**src/rtl/nou_rsp_fifo_pkg.sv**
```systemverilog
// Shared NOU response-path constants; defines NOU_XOCC_CMD_WIDTH if absent.
// Doubles as the nou_define.h content so every design file sees one source.
`ifndef NOU_XOCC_CMD_WIDTH
`define NOU_XOCC_CMD_WIDTH 32
`endif

package nou_rsp_fifo_pkg;

  localparam int NOU_RSP_DEPTH = 8;
  localparam int NOU_RSP_AFULL = NOU_RSP_DEPTH - 2;

  // Pointer/count width: index bits plus one wrap bit.
  function automatic int cnt_w(input int depth);
    return $clog2(depth) + 1;
  endfunction

endpackage

```
**src/rtl/nou_sync_fifo.sv**
```systemverilog
// Generic synchronous FIFO: storage, wrap-bit pointers, full/empty/cnt.
// Push is ignored while full and pop is ignored while empty.
module nou_sync_fifo
  import nou_rsp_fifo_pkg::*;
#(
  parameter int WIDTH = 32,
  parameter int DEPTH = 8
) (
  input  logic                      clk,
  input  logic                      rst,
  input  logic                      push,
  input  logic                      pop,
  input  logic [WIDTH-1:0]          wdata,
  output logic [WIDTH-1:0]          rdata,
  output logic                      full,
  output logic                      empty,
  output logic [cnt_w(DEPTH)-1:0]   cnt
);

  localparam int AW = $clog2(DEPTH);
  localparam int PW = cnt_w(DEPTH);

  logic [PW-1:0]    wr_ptr;
  logic [PW-1:0]    rd_ptr;
  logic [WIDTH-1:0] mem [DEPTH];
  logic             push_ok;
  logic             pop_ok;

  assign empty = (wr_ptr == rd_ptr);
  assign full  = (wr_ptr[AW-1:0] == rd_ptr[AW-1:0]) &&
                 (wr_ptr[AW] != rd_ptr[AW]);
  assign cnt   = wr_ptr - rd_ptr;
  assign rdata = mem[rd_ptr[AW-1:0]];

  assign push_ok = push & ~full;
  assign pop_ok  = pop & ~empty;

  always_ff @(posedge clk or posedge rst) begin
    if (rst) begin
      wr_ptr <= '0;
      rd_ptr <= '0;
    end else begin
      if (push_ok) wr_ptr <= wr_ptr + 1'b1;
      if (pop_ok)  rd_ptr <= rd_ptr + 1'b1;
    end
  end

  // Storage carries no reset; valid data is tracked by the pointers.
  always_ff @(posedge clk) begin
    if (push_ok) mem[wr_ptr[AW-1:0]] <= wdata;
  end

endmodule

```
**src/rtl/nou_rsp_fifo.sv**
```systemverilog
// Retire-to-core response FIFO: FWFT stream, afull, sticky ovf.
// Optional interrupt on occupancy/overflow under NOU_RSP_FIFO_IRQ_EN.
module nou_rsp_fifo
  import nou_rsp_fifo_pkg::*;
#(
  parameter int DATA_WIDTH = `NOU_XOCC_CMD_WIDTH,
  parameter int DEPTH      = NOU_RSP_DEPTH,
`ifdef NOU_RSP_FIFO_IRQ_EN
  parameter int IRQ_THRESH = 1,
`endif
  parameter int AFULL_LVL  = DEPTH - 2
) (
  input  logic                    clk,
  input  logic                    rst,
  input  logic                    retire_rsp_fifo_wr_en,
  input  logic [DATA_WIDTH-1:0]   retire_rsp_fifo_data,
  output logic                    rsp_fifo_retire_full,
  output logic                    rsp_fifo_rv_vld,
  output logic [DATA_WIDTH-1:0]   rsp_fifo_rv_data,
  input  logic                    rv_rsp_fifo_rdy,
  output logic [cnt_w(DEPTH)-1:0] rsp_fifo_cnt,
  output logic                    rsp_fifo_afull,
`ifdef NOU_RSP_FIFO_IRQ_EN
  input  logic                    rv_rsp_fifo_irq_clr,
  output logic                    rsp_fifo_rv_irq,
`endif
  output logic                    rsp_fifo_ovf
);

  localparam int CW = cnt_w(DEPTH);
  localparam logic [CW-1:0] AF_LVL = CW'(AFULL_LVL);

  logic                  full;
  logic                  empty;
  logic [DATA_WIDTH-1:0] head;
  logic                  ovf;

  nou_sync_fifo #(
    .WIDTH (DATA_WIDTH),
    .DEPTH (DEPTH)
  ) u_fifo (
    .clk   (clk),
    .rst   (rst),
    .push  (retire_rsp_fifo_wr_en),
    .pop   (rv_rsp_fifo_rdy),
    .wdata (retire_rsp_fifo_data),
    .rdata (head),
    .full  (full),
    .empty (empty),
    .cnt   (rsp_fifo_cnt)
  );

  assign rsp_fifo_retire_full = full;
  assign rsp_fifo_rv_vld      = ~empty;
  assign rsp_fifo_rv_data     = empty ? '0 : head;
  assign rsp_fifo_afull       = (rsp_fifo_cnt >= AF_LVL);
  assign rsp_fifo_ovf         = ovf;

  always_ff @(posedge clk or posedge rst) begin
    if (rst) begin
      ovf <= 1'b0;
    end else if (retire_rsp_fifo_wr_en && full) begin
      ovf <= 1'b1;
    end
  end

`ifdef NOU_RSP_FIFO_IRQ_EN
  localparam logic [CW-1:0] IRQ_LVL = CW'(IRQ_THRESH);

  logic          push_ok;
  logic          pop_ok;
  logic [CW-1:0] cnt_nxt;
  logic          rise;
  logic          ovf_new;
  logic          irq_pend;

  // Look at next occupancy so the flag lands the cycle after the push.
  assign push_ok = retire_rsp_fifo_wr_en & ~full;
  assign pop_ok  = rv_rsp_fifo_rdy & ~empty;
  assign cnt_nxt = rsp_fifo_cnt + CW'(push_ok) - CW'(pop_ok);
  assign rise    = (rsp_fifo_cnt < IRQ_LVL) && (cnt_nxt >= IRQ_LVL);
  assign ovf_new = retire_rsp_fifo_wr_en & full & ~ovf;

  always_ff @(posedge clk or posedge rst) begin
    if (rst) begin
      irq_pend <= 1'b0;
    end else if (rise || ovf_new) begin
      irq_pend <= 1'b1;
    end else if (rv_rsp_fifo_irq_clr) begin
      irq_pend <= 1'b0;
    end
  end

  assign rsp_fifo_rv_irq = irq_pend;
`endif

endmodule
```
**config.mk**
```make
export PLATFORM = sky130hd
export DESIGN_NAME = nou_rsp_fifo
export DESIGN_NICKNAME = d
export VERILOG_FILES = /design/src/rtl/nou_rsp_fifo_pkg.sv /design/src/rtl/nou_sync_fifo.sv /design/src/rtl/nou_rsp_fifo.sv
export SDC_FILE = /design/constraint.sdc
export NUM_CORES = 1
export LEC_CHECK = 0
export ABC_AREA = 0
export CAP_MARGIN = 20
export CORE_ASPECT_RATIO = 2
export CORE_MARGIN = 8
export CORE_UTILIZATION = 56
export CTS_BUF_LIST = sky130_fd_sc_hd__clkbuf_16
export CTS_CLUSTER_DIAMETER = 30
export DETAILED_ROUTE_END_ITERATION = 10
export PLACE_DENSITY = 0.89
export SETUP_SLACK_MARGIN = 0.1
export SLEW_MARGIN = 15
export SYNTH_ARGS = -nofsm -noshare
export SYNTH_HDL_FRONTEND = slang
export SYNTH_SLANG_ARGS = --single-unit
```
**constraint.sdc**
```tcl
create_clock -name clk -period 6.95 [get_ports clk]
set_input_delay 1.39 -clock clk [delete_from_list [all_inputs] [get_ports clk]]
set_output_delay 1.39 -clock clk [all_outputs]
set_load 0.02 [all_outputs]
```
Word-level counts from Yosys, hierarchy flattened
Memory sizes are Yosys's and may differ from the RTL's.
Cells that the tools add are included.

storage, ports and cells
  flip-flop bits (word level) = 9
  output and inout port bits = 40
  memories kept = 1
  bits in read-only memories = 0
  input port bits = 36
  memory bits (writable) = 256
  bits in latches = 0
  logic and storage cells = 20

memories
  name        depth  width  read ports  clocked after memory_dff  wr ports  RTL line             source
  u_fifo.mem  8      32     1           0                         1         nou_sync_fifo.sv:25  logic [WIDTH-1:0] mem [DEPTH];

cells by class
  shift operators = 0
  muxes and demuxes = 3
  add/subtract/negate cells = 3
  divide/modulo/power cells = 0
  bitwise logic cells = 4
  $mul = 0
  eq/ne operators = 3
  order comparisons = 1
  reduce and logical (&&, ||, !) cells = 2

operator list
  cell                                                                                  number
  32-bit 2-to-1 mux                                                                     1
  4-bit by 1-bit adder with 4-bit output (second input constant)                        2
  4-bit == test                                                                         1
  4-bit by 3-bit greater-or-equal comparator with 1-bit output (second input constant)  1
  4-bit subtractor                                                                      1
  3-bit == test                                                                         1
  1-bit bitwise AND                                                                     2
  1-bit logical AND                                                                     2
  1-bit 2-to-1 mux                                                                      2
  1-bit NOT                                                                             2
  1-bit != test                                                                         1

Logic depth before layout (Yosys ltp)
  depth after elaboration = 6
  mapped depth = 8
  gate-level depth less buffers = 6

Modules after synthesis
From an unflattened synthesis, not the netlist that was laid out.

second synthesis, totals
  cell total of the unflattened synthesis = 536
  area total of the unflattened synthesis = 10437.5 sq um

by module, submodules not included
  module         cells an instance  sequential area each (sq um)  area each (sq um)  times used
  nou_sync_fifo  496                7887.6                        10167.3            1
  nou_rsp_fifo   40                 25.0                          270.3              1

Worst setup path after synthesis
OpenSTA, ideal clock, no wires.

  kind = flip-flop to flip-flop
  start point = register u_fifo.rd_ptr[1]
  end point = memory u_fifo.mem[3][0], enable pin
  cell stages (with the launch flop) = 8
  arrival = 4.542 ns
  clock period less this slack = 5.044 ns
  required time = 6.448 ns
  slack = 1.906 ns
  cells stage by stage = dfrtp_1 -> buf_4 -> buf_2 -> inv_1 -> ha_1 -> nand3_1 -> o21ai_4 -> nor4_1

between the ends
  cells in the longest elaborated chain, start to end = 6

ends and longest elaborated chain
  item                                    RTL line             source
  from (decl)                             nou_sync_fifo.sv:24  logic [PW-1:0] rd_ptr;
  from (signal assigned)                  nou_sync_fifo.sv:44  if (pop_ok) rd_ptr <= rd_ptr + 1'b1;
  3-bit == test                           nou_sync_fifo.sv:30  assign full = (wr_ptr[AW-1:0] == rd_ptr[AW-1:0]) &&
  1-bit logical AND                       nou_sync_fifo.sv:30
  1-bit NOT                               nou_sync_fifo.sv:35  assign push_ok = push & ~full;
  1-bit bitwise AND                       nou_sync_fifo.sv:35
  1-bit 2-to-1 mux                        nou_sync_fifo.sv:50  if (push_ok) mem[wr_ptr[AW-1:0]] <= wdata;
  1-bit 2-to-1 mux (not written as such)  nou_sync_fifo.sv:50
  to (decl)                               nou_sync_fifo.sv:25

Every way passes these cells.

Worst setup path after layout
  start point = register u_fifo.rd_ptr[0]
  end point = output port rsp_fifo_rv_data[28]

between the ends
  cells in the longest elaborated chain, start to end = 2
  elaborated cells on any way between the ends = 3
  those cells by class = eq/ne: 1; mux: 1; memory: 1

ends and longest elaborated chain
  item                                                     RTL line            source
  memory read 8 x 32 bit or 4-bit == test (tied branches)  n/a
  32-bit 2-to-1 mux (*)                                    nou_rsp_fifo.sv:55  assign rsp_fifo_rv_data = empty ? '0 : head;
  to (decl)                                                nou_rsp_fifo.sv:19  output logic [DATA_WIDTH-1:0] rsp_fifo_rv_data,

Every way passes the cells marked *; elsewhere a longest branch is shown, timed or not.

==> key figures <==
Power
  • Leakage: approximately 4.0 nW
  • Flop pwr share: between 30% and 40%
  • Switching Share: around a third
  • Cell Int Power: about 4 mW
  • Power Dens Cells: ~490 nW/µm²
  • Clk network pwr share: between 20% and 30%
  • Total power: between 5 and 6 mW
  • Switch Pwr: between 2 and 2.5 mW
  • Logic pwr share: between 30 and 40%
  • Peak supply drop: ~0.40 mV

Timing
  • Slew @ Worst Pin: 1.09 ns
  • Post-Route Skew: between 0.015 and 0.02 ns
  • Tmin final: roughly 5 ns
  • Final hold violation count: 0
  • RSZ-0062 raised after global routing: false
  • Slew margin rel.: between 20% and 30%
  • Crit share post-route: around 74%
  • Setup TNS: 0 ns
  • Slew Limit Fails: 0
  • Fmax: 195 MHz
  • Final Setup Violations: 0

Floorplanning
  • Full die area: approximately 23000 µm²
  • DIE WIDTH: 111 µm
  • Die H: roughly 210 µm
  • Total core area: 18000 µm²
  • Row cnt: 70
  • Initial Util: a little under three fifths
  • IO Pins: between 70 and 80

Global routing
  • Initial antenna violation count: 0
  • Vias in the first global route: around 5.5k
  • First-pass GRT wire length: 33600 µm
  • Total GRT Usage: 19.4%
  • Largest net degree at the start of global routing: slightly below 70
  • Gr ovfl total: 0

Yosys
  • Syn nets: 480
  • Top cells by area, synth: edfxtp_1, mux4_2, a22o_1
  • Synth Cell Area: 10200 µm²
  • Post-synth EDFFs: roughly 260
  • Top cell type's share of synthesized area: about three quarters
  • Primary FF master, synth: edfxtp_1
  • Warnings from Yosys: 0
  • Post-synth ARST share: ~3.4%
  • Synth Instances: around 440
  • Mean post-synth cell area: between 20 and 25 µm²
  • Synth area leader: edfxtp_1
  • Flops & latches, synth: 265
  • Unique cell type count in the Yosys netlist: 31
  • Post-synthesis sequential area ratio: a little under 80%

Place
  • Hpwl dp: 12000 µm
  • Placed instance area: between 10000 and 15000 µm²
  • Global placer's final weighted congestion: ~0.76
  • I/O Buffers: 75

Clock tree
  • Post CTS Setup Buffer Count: 0
  • CTS tree: built
  • Num CTS Buffers: 29
  • Worst skew pair latency: 0.54 ns
  • CTS sink cnt: 265
  • CTS Buffer Depth: 3
  • CTS root buffer: clkbuf_16
  • Post-CTS resize count: 0
  • Post-CTS Hold Buffers: 0
  • CTS H-Tree Depth: 1
  • Clock transition at the registers of the reported paths: around 0.060 ns

Worst setup path
  • Worst path slowest cell: a21oi_4
  • Reg2reg setup slack: around 4 ns
  • Max FO, Critical Path: 32
  • Crit-path cells: ha_1 -> and3_1 -> a21oi_4 -> a22o_1 -> clkdlybuf4s50_1
  • Data arrival, critical path: approximately 3.7 ns
  • Critical Path RT: 5.56 ns
  • CP Buf/Inv Count: 1
  • Worst Setup Path Type: reg2out
  • CP startpoint kind: register
  • Top delay family on crit path: compound AO/OA/AOI/OAI gates
  • Worst path max stage delay: roughly 0.88 ns
  • Crit end category: output pin

Outcome
  • Run status: completed

Final layout
  • Fill cells: 1052
  • Area of the multi-input gates: around 2200 µm²
  • Synthesis-to-finish area growth: 19.3%
  • Most frequent cells in the layout: edfxtp_1, clkdlybuf4s50_1, mux4_2
  • Design Area, Final: between 10000 and 15000 µm²
  • NumNets Final: around 580
  • Antenna diodes: 0
  • Fraction of layout cells with a size suffix above 1: about a quarter
  • Register area: a little under 8000 µm²
  • Most common cell after layout, fill and taps aside: edfxtp_1

Routing
  • Drt initial violations: around 390
  • Final wirelength: 22000 µm
  • Drt via density: 6.38
  • First drt pass iteration count: 4
  • Drt drc: 0
  • Vias: just under 5k
  • Wire length per cell: about 29 µm
  • Detail Route Antenna Nets: 0

Run
  • # Max-Cap Violations: 0

Hold path
  • HP Class: reg2reg
## path summary, 6_finish.rpt
kind	startpoint	end	cells after the start
worst max-delay path	u_fifo.rd_ptr[0]	rsp_fifo_rv_data[28]	5
max in group asynchronous	rst	u_fifo.rd_ptr[0]	2
worst max register to register	u_fifo.rd_ptr[0]	u_fifo.mem[4][30]	5
min in group asynchronous	rst	u_fifo.wr_ptr[0]	2
worst min-delay path	rsp_fifo_ovf	rsp_fifo_ovf	1
worst min register to register	rsp_fifo_ovf	rsp_fifo_ovf	1
## logic make-up after synthesis
family,Yosys count,share of synthesized area (%)
buf+inv,28,1.51
flops,265,77.6
xor+xnor,9,0.957
compound gates,45,3.82
fa+ha+maj,6,0.810
simple gates,19,0.933
mux,66,14.4
## cell type report
class                   instances  area share (%)
inverters                       7           0.216
flip-flops and latches        265            65.1
clock buffers                  29            5.97
well taps                     216            2.22
repair buffers                 86            7.01
multi-input cells             145            17.9
clock inverters                23            1.55
## layer usage
metal	global-route usage (%)	vias up	wire length, µm
met4	9.49	0	790
met1	22.5	2551	8180
met3	3.44	66	1250
met5	0	-	0
li1	-	2063	-
met2	34.0	241	11800
## through the flow
stage	utilization (%)	std cells	setup WS [ns]	hold slack, ns
6_report	67.4	771	1.82	0.457
5_1_grt	67.4	771	1.65	0.478
4_1_cts	67.4	771	1.78	0.465
3_5_place_dp	62.4	719	2.36	0.452
3_3_place_gp	62.2	717	2.42	0.436
2_1_floorplan	-	438	1.91	0.539
## flip-flops by register name (all words and copies together) (netlist names)
register and cells:
u_fifo.mem 256, u_fifo.rd_ptr 4, u_fifo.wr_ptr 4, rsp_fifo_ovf 1
## power groups by stage
| stage | clock network (mW) | logic (mW) | registers (mW) |
|---|---|---|---|
| 2_1_floorplan | 0 | 1.49 | 2.14 |
| 3_3_place_gp | 0 | 2.28 | 2.17 |
| 3_5_place_dp | 0 | 2.34 | 2.20 |
| 4_1_cts | 1.47 | 2.37 | 2.18 |
| 5_1_grt | 1.52 | 2.49 | 2.20 |
| 6_report | 1.45 | 2.34 | 2.18 |
## cell usage after synthesis (all sizes together) (3+ instances only)
cell type	instances
xnor2	6
inv	7
edfxtp	256
a21oi	6
a22o	32
mux4	64
buf	16
o21ai	3
o211ai	3
clkbuf	5
nor2	4
ha	5
dfrtp	9
xor2	3
nand2	4
nor3	3
Note: power is estimated with default switching activity, not from simulation.
